===== config.mk =====
export PLATFORM = sky130hd
export DESIGN_NAME = write_through_buffer_flat
export DESIGN_NICKNAME = d
export VERILOG_FILES = /design/src/rtl/write_through_buffer_if.sv /design/src/rtl/write_through_buffer.sv /design/src/flat_wrapper.sv
export SDC_FILE = /design/constraint.sdc
export NUM_CORES = 1
export LEC_CHECK = 0
export BUFFER_PORTS_ARGS = -buffer_cell sky130_fd_sc_hd__buf_2
export CAP_MARGIN = 20
export CORE_ASPECT_RATIO = 0.8
export CORE_MARGIN = 1
export CORE_UTILIZATION = 50
export CTS_CLUSTER_DIAMETER = 80
export DETAILED_ROUTE_END_ITERATION = 8
export GPL_TIMING_DRIVEN = 0
export PLACE_DENSITY = 0.7
export SYNTH_ARGS = -nofsm -noshare
export SYNTH_HDL_FRONTEND = slang
export SYNTH_SLANG_ARGS = --single-unit

===== constraint.sdc =====
create_clock -name clk -period 4.9 [get_ports clk]
set_input_delay 0.245 -clock clk [delete_from_list [all_inputs] [get_ports clk]]
set_output_delay 0.245 -clock clk [all_outputs]
set_load 0.02 [all_outputs]

===== src/rtl/write_through_buffer_if.sv =====
// Controller request/response and memory bus bundle for write_through_buffer.
// The buffer itself attaches through the slave modport.
interface write_through_buffer_if #(
    parameter int ADDR_W = 32,
    parameter int DATA_W = 32
);
    logic              req_valid;
    logic              req_ready;
    logic              req_op;
    logic [ADDR_W-1:0] req_addr;
    logic [DATA_W-1:0] req_wdata;
    logic              resp_valid;
    logic [DATA_W-1:0] resp_rdata;
    logic              mem_req;
    logic              mem_we;
    logic [ADDR_W-1:0] mem_addr;
    logic [DATA_W-1:0] mem_wdata;
    logic              mem_ack;
    logic [DATA_W-1:0] mem_rdata;
    logic              empty;

    modport slave (
        input  req_valid, req_op, req_addr, req_wdata, mem_ack, mem_rdata,
        output req_ready, resp_valid, resp_rdata, mem_req, mem_we, mem_addr, mem_wdata, empty
    );

    modport master (
        output req_valid, req_op, req_addr, req_wdata, mem_ack, mem_rdata,
        input  req_ready, resp_valid, resp_rdata, mem_req, mem_we, mem_addr, mem_wdata, empty
    );
endinterface


===== src/rtl/write_through_buffer.sv =====
// In-order store buffer between cache controller and memory, with read forwarding.
// Optional macro WTB_COALESCE_EN merges a store into a matching buffered entry not yet in flight.
module write_through_buffer #(
    parameter int DEPTH  = 4,
    parameter int ADDR_W = 32,
    parameter int DATA_W = 32
) (
    input  logic                 clk,
    input  logic                 rst_n,
    write_through_buffer_if.slave bus
);
    localparam int PTR_W = $clog2(DEPTH);
    localparam int CNT_W = PTR_W + 1;

    typedef enum logic [1:0] {
        ST_IDLE = 2'd0,
        ST_WR   = 2'd1,
        ST_RD   = 2'd2,
        ST_RSP  = 2'd3
    } state_t;

    state_t            r_state;
    state_t            w_state_next;
    logic [ADDR_W-1:0] r_fifo_addr [DEPTH];
    logic [DATA_W-1:0] r_fifo_data [DEPTH];
    logic [PTR_W-1:0]  r_wr_ptr;
    logic [PTR_W-1:0]  r_rd_ptr;
    logic [CNT_W-1:0]  r_count;
    logic              r_rd_pending;
    logic [ADDR_W-1:0] r_rd_addr;
    logic              r_resp_valid;
    logic [DATA_W-1:0] r_resp_rdata;

    logic              w_hit;
    logic [PTR_W-1:0]  w_hit_idx;
    logic [PTR_W-1:0]  w_scan_idx;
    logic              w_scan_match;
    logic              w_coal;
    logic [PTR_W-1:0]  w_coal_idx;
    logic              w_full;
    logic              w_req_ready;
    logic              w_accept;
    logic              w_acc_wr;
    logic              w_acc_rd;
    logic              w_enq;
    logic              w_pop;
    logic [CNT_W-1:0]  w_count_next;

    // Youngest valid entry whose address matches the request (head in flight included)
    always_comb begin
        w_hit        = 1'b0;
        w_hit_idx    = '0;
        w_scan_idx   = '0;
        w_scan_match = 1'b0;
        for (int k = 0; k < DEPTH; k++) begin
            w_scan_idx   = r_rd_ptr + PTR_W'(k);
            w_scan_match = (CNT_W'(k) < r_count) && (r_fifo_addr[w_scan_idx] == bus.req_addr);
            w_hit        = w_hit | w_scan_match;
            w_hit_idx    = w_scan_match ? w_scan_idx : w_hit_idx;
        end
    end

    assign w_full = (r_count == CNT_W'(DEPTH));

`ifdef WTB_COALESCE_EN
    logic             w_coal_hit;
    logic [PTR_W-1:0] w_cscan_idx;
    logic             w_cscan_match;

    // Matching entry that may still be rewritten: anything except the head being written out
    always_comb begin
        w_coal_hit    = 1'b0;
        w_coal_idx    = r_wr_ptr;
        w_cscan_idx   = '0;
        w_cscan_match = 1'b0;
        for (int k = 0; k < DEPTH; k++) begin
            w_cscan_idx   = r_rd_ptr + PTR_W'(k);
            w_cscan_match = (CNT_W'(k) < r_count)
                          && (r_fifo_addr[w_cscan_idx] == bus.req_addr)
                          && !((k == 0) && (r_state == ST_WR));
            w_coal_hit    = w_coal_hit | w_cscan_match;
            w_coal_idx    = w_cscan_match ? w_cscan_idx : w_coal_idx;
        end
    end

    assign w_coal      = bus.req_op && w_coal_hit;
    assign w_req_ready = !r_rd_pending && (!w_full || w_coal);
`else
    assign w_coal      = 1'b0;
    assign w_coal_idx  = r_wr_ptr;
    assign w_req_ready = !r_rd_pending && !w_full;
`endif

    assign w_accept     = bus.req_valid && w_req_ready;
    assign w_acc_wr     = w_accept && bus.req_op;
    assign w_acc_rd     = w_accept && !bus.req_op;
    assign w_enq        = w_acc_wr && !w_coal;
    assign w_pop        = (r_state == ST_WR) && bus.mem_ack;
    assign w_count_next = r_count + CNT_W'(w_enq) - CNT_W'(w_pop);

    // FIFO storage, pointers and occupancy
    always_ff @(posedge clk or negedge rst_n) begin
        if (!rst_n) begin
            for (int i = 0; i < DEPTH; i++) begin
                r_fifo_addr[i] <= '0;
                r_fifo_data[i] <= '0;
            end
            r_wr_ptr <= '0;
            r_rd_ptr <= '0;
            r_count  <= '0;
        end else begin
            if (w_enq) begin
                r_fifo_addr[r_wr_ptr] <= bus.req_addr;
                r_fifo_data[r_wr_ptr] <= bus.req_wdata;
                r_wr_ptr              <= r_wr_ptr + PTR_W'(1);
            end else if (w_acc_wr && w_coal) begin
                r_fifo_data[w_coal_idx] <= bus.req_wdata;
            end
            if (w_pop) begin
                r_rd_ptr <= r_rd_ptr + PTR_W'(1);
            end
            r_count <= w_count_next;
        end
    end

    // Read handling: forwarded hits answer next cycle, misses wait for the memory read
    always_ff @(posedge clk or negedge rst_n) begin
        if (!rst_n) begin
            r_rd_pending <= 1'b0;
            r_rd_addr    <= '0;
            r_resp_valid <= 1'b0;
            r_resp_rdata <= '0;
        end else begin
            r_resp_valid <= 1'b0;
            if (w_acc_rd && w_hit) begin
                r_resp_valid <= 1'b1;
                r_resp_rdata <= r_fifo_data[w_hit_idx];
            end else if ((r_state == ST_RD) && bus.mem_ack) begin
                r_resp_valid <= 1'b1;
                r_resp_rdata <= bus.mem_rdata;
            end
            if (w_acc_rd && !w_hit) begin
                r_rd_pending <= 1'b1;
                r_rd_addr    <= bus.req_addr;
            end else if (r_state == ST_RSP) begin
                r_rd_pending <= 1'b0;
            end
        end
    end

    // Memory FSM state register
    always_ff @(posedge clk or negedge rst_n) begin
        if (!rst_n) begin
            r_state <= ST_IDLE;
        end else begin
            r_state <= w_state_next;
        end
    end

    // Memory FSM next state; a pending miss read outranks draining stores
    always_comb begin
        w_state_next = r_state;
        case (r_state)
            ST_IDLE: w_state_next = r_rd_pending ? ST_RD
                                  : ((r_count != '0) ? ST_WR : ST_IDLE);
            ST_WR: begin
                if (bus.mem_ack) begin
                    w_state_next = r_rd_pending ? ST_RD
                                 : ((w_count_next != '0) ? ST_WR : ST_IDLE);
                end else begin
                    w_state_next = ST_WR;
                end
            end
            ST_RD:   w_state_next = bus.mem_ack ? ST_RSP : ST_RD;
            ST_RSP:  w_state_next = ST_IDLE;
            default: w_state_next = ST_IDLE;
        endcase
    end

    assign bus.req_ready  = w_req_ready;
    assign bus.resp_valid = r_resp_valid;
    assign bus.resp_rdata = r_resp_rdata;
    assign bus.mem_req    = (r_state == ST_WR) || (r_state == ST_RD);
    assign bus.mem_we     = (r_state == ST_WR);
    assign bus.mem_addr   = (r_state == ST_WR) ? r_fifo_addr[r_rd_ptr]
                          : ((r_state == ST_RD) ? r_rd_addr : '0);
    assign bus.mem_wdata  = (r_state == ST_WR) ? r_fifo_data[r_rd_ptr] : '0;
    assign bus.empty      = (r_count == '0) && (r_state == ST_IDLE) && !r_rd_pending;
endmodule


===== src/flat_wrapper.sv =====
// flat-port wrapper written by rule: the top's interface ports become plain ports
module write_through_buffer_flat 
#(
    parameter int DEPTH  = 4,
    parameter int ADDR_W = 32,
    parameter int DATA_W = 32
)
  (clk, rst_n, bus_req_valid, bus_req_op, bus_req_addr, bus_req_wdata, bus_mem_ack, bus_mem_rdata, bus_req_ready, bus_resp_valid, bus_resp_rdata, bus_mem_req, bus_mem_we, bus_mem_addr, bus_mem_wdata, bus_empty);
  write_through_buffer_if #(.ADDR_W(ADDR_W), .DATA_W(DATA_W)) bus_i ();
  input  logic clk;
  input  logic rst_n;
  input wire logic [$bits(bus_i.req_valid)-1:0] bus_req_valid;
  input wire logic [$bits(bus_i.req_op)-1:0] bus_req_op;
  input wire logic [$bits(bus_i.req_addr)-1:0] bus_req_addr;
  input wire logic [$bits(bus_i.req_wdata)-1:0] bus_req_wdata;
  input wire logic [$bits(bus_i.mem_ack)-1:0] bus_mem_ack;
  input wire logic [$bits(bus_i.mem_rdata)-1:0] bus_mem_rdata;
  output wire logic [$bits(bus_i.req_ready)-1:0] bus_req_ready;
  output wire logic [$bits(bus_i.resp_valid)-1:0] bus_resp_valid;
  output wire logic [$bits(bus_i.resp_rdata)-1:0] bus_resp_rdata;
  output wire logic [$bits(bus_i.mem_req)-1:0] bus_mem_req;
  output wire logic [$bits(bus_i.mem_we)-1:0] bus_mem_we;
  output wire logic [$bits(bus_i.mem_addr)-1:0] bus_mem_addr;
  output wire logic [$bits(bus_i.mem_wdata)-1:0] bus_mem_wdata;
  output wire logic [$bits(bus_i.empty)-1:0] bus_empty;
  assign bus_i.req_valid = bus_req_valid;
  assign bus_i.req_op = bus_req_op;
  assign bus_i.req_addr = bus_req_addr;
  assign bus_i.req_wdata = bus_req_wdata;
  assign bus_i.mem_ack = bus_mem_ack;
  assign bus_i.mem_rdata = bus_mem_rdata;
  assign bus_req_ready = bus_i.req_ready;
  assign bus_resp_valid = bus_i.resp_valid;
  assign bus_resp_rdata = bus_i.resp_rdata;
  assign bus_mem_req = bus_i.mem_req;
  assign bus_mem_we = bus_i.mem_we;
  assign bus_mem_addr = bus_i.mem_addr;
  assign bus_mem_wdata = bus_i.mem_wdata;
  assign bus_empty = bus_i.empty;
  write_through_buffer #(.DEPTH(DEPTH), .ADDR_W(ADDR_W), .DATA_W(DATA_W)) u_core (.clk(clk), .rst_n(rst_n), .bus(bus_i));
endmodule

==> results.ini <==
[min_path]
hold_class=primary input to flop

[grt]
antenna_found_initial=4
globalRouteOverflowTotal=0
grt_pass1_vias=19832
grtUsageTotal_pct=37.1
grt_pass1_wl_um=130000
grt_max_degree=99

[setup_path]
arrival_ns=5.36
critPathLaunchType=flop
critPathMaxStageDelay_ns=0.64
crit_required_ns=5.35
endpoint_kind=flop
path_cells=buf_12 > buf_12 > buf_12 > buf_8 > buf_8 > mux2i_1 > xnor2_1 > nor2_1 > a31oi_1 > or4_4 > or3_4 > nand2_2 > nor2_1 > nand2_1 > buf_2 > buf_4 > mux2_2
cpMaxStageDelayCell=or4_4
crit_top_cell=buf_12
criticalPathCategory=flop to flop
ff2ff_setup_slack_ns=-0.01
crit_fanout=10

[route]
detail-route-antenna-nets=0
via_count=20364
drc=0
firstDrtPassIters=6
wirelength_um=87800
viasPerCell=6.62
wl_per_cell_um=28.5
initialDrtViolationCount=2596

[layout]
nNetsFinal=2549
final_cell_count_no_fill=3078
syn_to_final_growth_pct=18.4
drive_above_1_share_pct=33.4
utilization_pct=60.0

[sta]
worstMarginPinSlew_ns=1.20
postLayoutSetupSlackWorst_ns=-0.00999
fmax_ghz=0.204
period_needed_ns=4.91
setup_violations=3
finalCritPeriodShare_pct=100
report.final.slew_viol_count=0
slew_headroom_pct=20.3
clock_skew_ns=0.0348
hold_violations=0

[pwr]
power_density_nw_per_um2=732
vdd_drop_max_v=0.000399
p_leak_nw=11.7

[logic_synthesis]
async_flop_share_pct=100
postSynthAreaPerCell_um2=10.8
syn_area_um2=23100
synth-edff-count=0
synth_cell_types=76
synthCells=2135
ys_ff_latch=331
synth-main-ff-cell=dfrtp_1
synth-seq-area-share_pct=35.8
syn_nets=2249
ys.warnings.count=0

[die]
core_area_um2=45600
dieArea_um2=47100
die_h_um=194
initial_core_util_pct=50.6
ios=202
std_cell_rows=70
die_w_um=242

[clocking]
cts_tree=done
clock_latency_ns=0.59
cts_root_buffer=clkbuf_16
cts_max_path_buffers=3
clk_pin_slew_ns=0.07
cts_buffers=39
h-tree-depth=2
cts.sinks=331

[job]
maxCapViolCount=0

[placed_design]
numPortBuffers=185
place_ws_ns=-0.970
dp_cells=2936
gp_congestion=1.02
place_hpwl_um=63300

[run_status]
violations=negative setup slack
status=complete, but fails checks

worst paths after layout:
kind                                 startpoint                  endpoint  cells after the start
max in group asynchronous                 rst_n    u_core.r_fifo_data[53]                      4
min reg2reg                u_core.r_rd_addr[19]      u_core.r_rd_addr[19]                      2
min in group asynchronous                 rst_n    u_core.r_fifo_addr[59]                      2
max                          u_core.r_rd_ptr[0]      u_core.r_rd_addr[26]                     17
min                            bus_mem_rdata[1]  u_core.bus.resp_rdata[1]                      3
max reg2reg                  u_core.r_rd_ptr[0]      u_core.r_rd_addr[26]                     17
power by group:
part | switching [mW] | total, mW | internal, mW
Sequential | 1.34 | 5.41 | 4.07
Clock | 1.28 | 3.07 | 1.78
Combinational | 6.45 | 11.6 | 5.11
Total | 9.07 | 20.0 | 11.0
metrics by stage:
| step | area (um^2) | hold WS (ns) | total power [mW] | setup TNS (ns) |
|---|---|---|---|---|
| after floorplan | 23100 | -0.0506 | 12.5 | 0 |
| after global placement | 24800 | 0.469 | 15.8 | -944.20 |
| after detailed placement | 24900 | 0.279 | 16.1 | -46.00 |
| after CTS | 27100 | 0.00815 | 19.5 | 0 |
| after global routing | 27400 | 0.0510 | 20.8 | -0.0349 |
| final | 27400 | 0.0139 | 20.0 | -0.0159 |
cell type report:
class	instances	area (um^2)
clock inverters	19	233
plain buffers	195	1120
well taps	612	766
fillers	3799	18300
clock buffers	51	1080
inverters	20	75.1
flip-flops and latches	331	8280
diodes	2	5.00
multi-input cells	1588	14100
repair buffers	260	1720
layer usage:
layer	global-route usage [%]	vias up	part of all wire, %
met5	0	-	0.033
met4	11.3	4	3.0
met3	9.58	197	12
met2	52.3	1359	42
met1	55.5	10328	43
li1	-	8476	-
worst max-delay path: cells and delay by family, from the launching register on:
kind | cells | cell delay (ns)
AND/OR/NAND/NOR | 6 | 1.55
AO/OA/AOI/OAI | 1 | 0.21
flip-flops | 1 | 0.43
buffers and inverters | 7 | 1.77
multiplexers | 2 | 0.61
XOR/XNOR | 1 | 0.14
cell usage in the layout (no fill, tap or decap), types with 74 or more instances in the layout:
master	synthesis	final
nand2_1	169	169
nor2_1	83	83
nand3_1	99	99
buf_2	26	197
mux4_2	93	93
mux2_2	322	322
dfrtp_1	331	330
clkbuf_1	104	82
xnor2_1	97	91
mux2i_1	209	186
a21oi_1	74	74
state kept, by name, indices dropped and copies added, names as in the netlist:
signal / count
u_core.bus.resp_rdata: 32
u_core.bus.resp_valid: 1
u_core.r_count: 3
u_core.r_fifo_addr: 128
u_core.r_fifo_data: 128
u_core.r_rd_addr: 32
u_core.r_rd_pending: 1
u_core.r_rd_ptr: 2
u_core.r_state: 2
u_core.r_wr_ptr: 2
repair_timing:
| action | in CTS | in global routing |
|---|---|---|
| endpoints found under the setup margin | 98 | 76 |
| setup buffers | 6 | 4 |
| pin swaps | 4 | 8 |
| endpoints found under the hold margin | 228 | 0 |
| hold buffers | 60 | 0 |
| gates cloned | 0 | 0 |
| gates resized for setup | 80 | 65 |
Yosys cell counts, types with 7 or more instances:
library cell | count | area share (%)
a21oi_1 | 74 | 1.6
a22o_1 | 23 | 0.87
a31oi_1 | 7 | 0.19
a32o_1 | 7 | 0.30
and2_1 | 34 | 0.92
buf_1 | 38 | 0.62
buf_2 | 26 | 0.56
buf_4 | 12 | 0.39
buf_6 | 10 | 0.49
clkbuf_1 | 104 | 1.7
dfrtp_1 | 331 | 36
ha_1 | 12 | 0.65
inv_1 | 17 | 0.28
mux2_2 | 322 | 16
mux2i_1 | 209 | 9.1
mux4_2 | 93 | 9.1
nand2_1 | 169 | 2.7
nand3_1 | 99 | 2.1
nand4_1 | 43 | 1.2
nor2_1 | 83 | 1.3
nor2b_1 | 61 | 1.7
nor3_1 | 17 | 0.37
nor3b_1 | 30 | 0.97
nor4_1 | 9 | 0.24
o21ai_0 | 51 | 1.1
o22ai_1 | 8 | 0.22
or4b_1 | 30 | 1.3
xnor2_1 | 97 | 3.7
xor2_1 | 17 | 0.64
cell families (layout without fill, tap and decap cells):
| family | count (synthesis) | after routing | share of synthesized area, % |
|---|---|---|---|
| flops | 331 | 331 | 35.8 |
| mux | 626 | 626 | 34.0 |
| xor+xnor | 114 | 114 | 4.32 |
| fa+ha+maj | 13 | 13 | 0.736 |
| other cells | 0 | 2 | 0 |
| simple gates | 616 | 616 | 14.4 |
| buf+inv | 216 | 545 | 4.50 |
| compound gates | 219 | 219 | 6.22 |
Note: power is estimated with default switching activity, not from simulation.
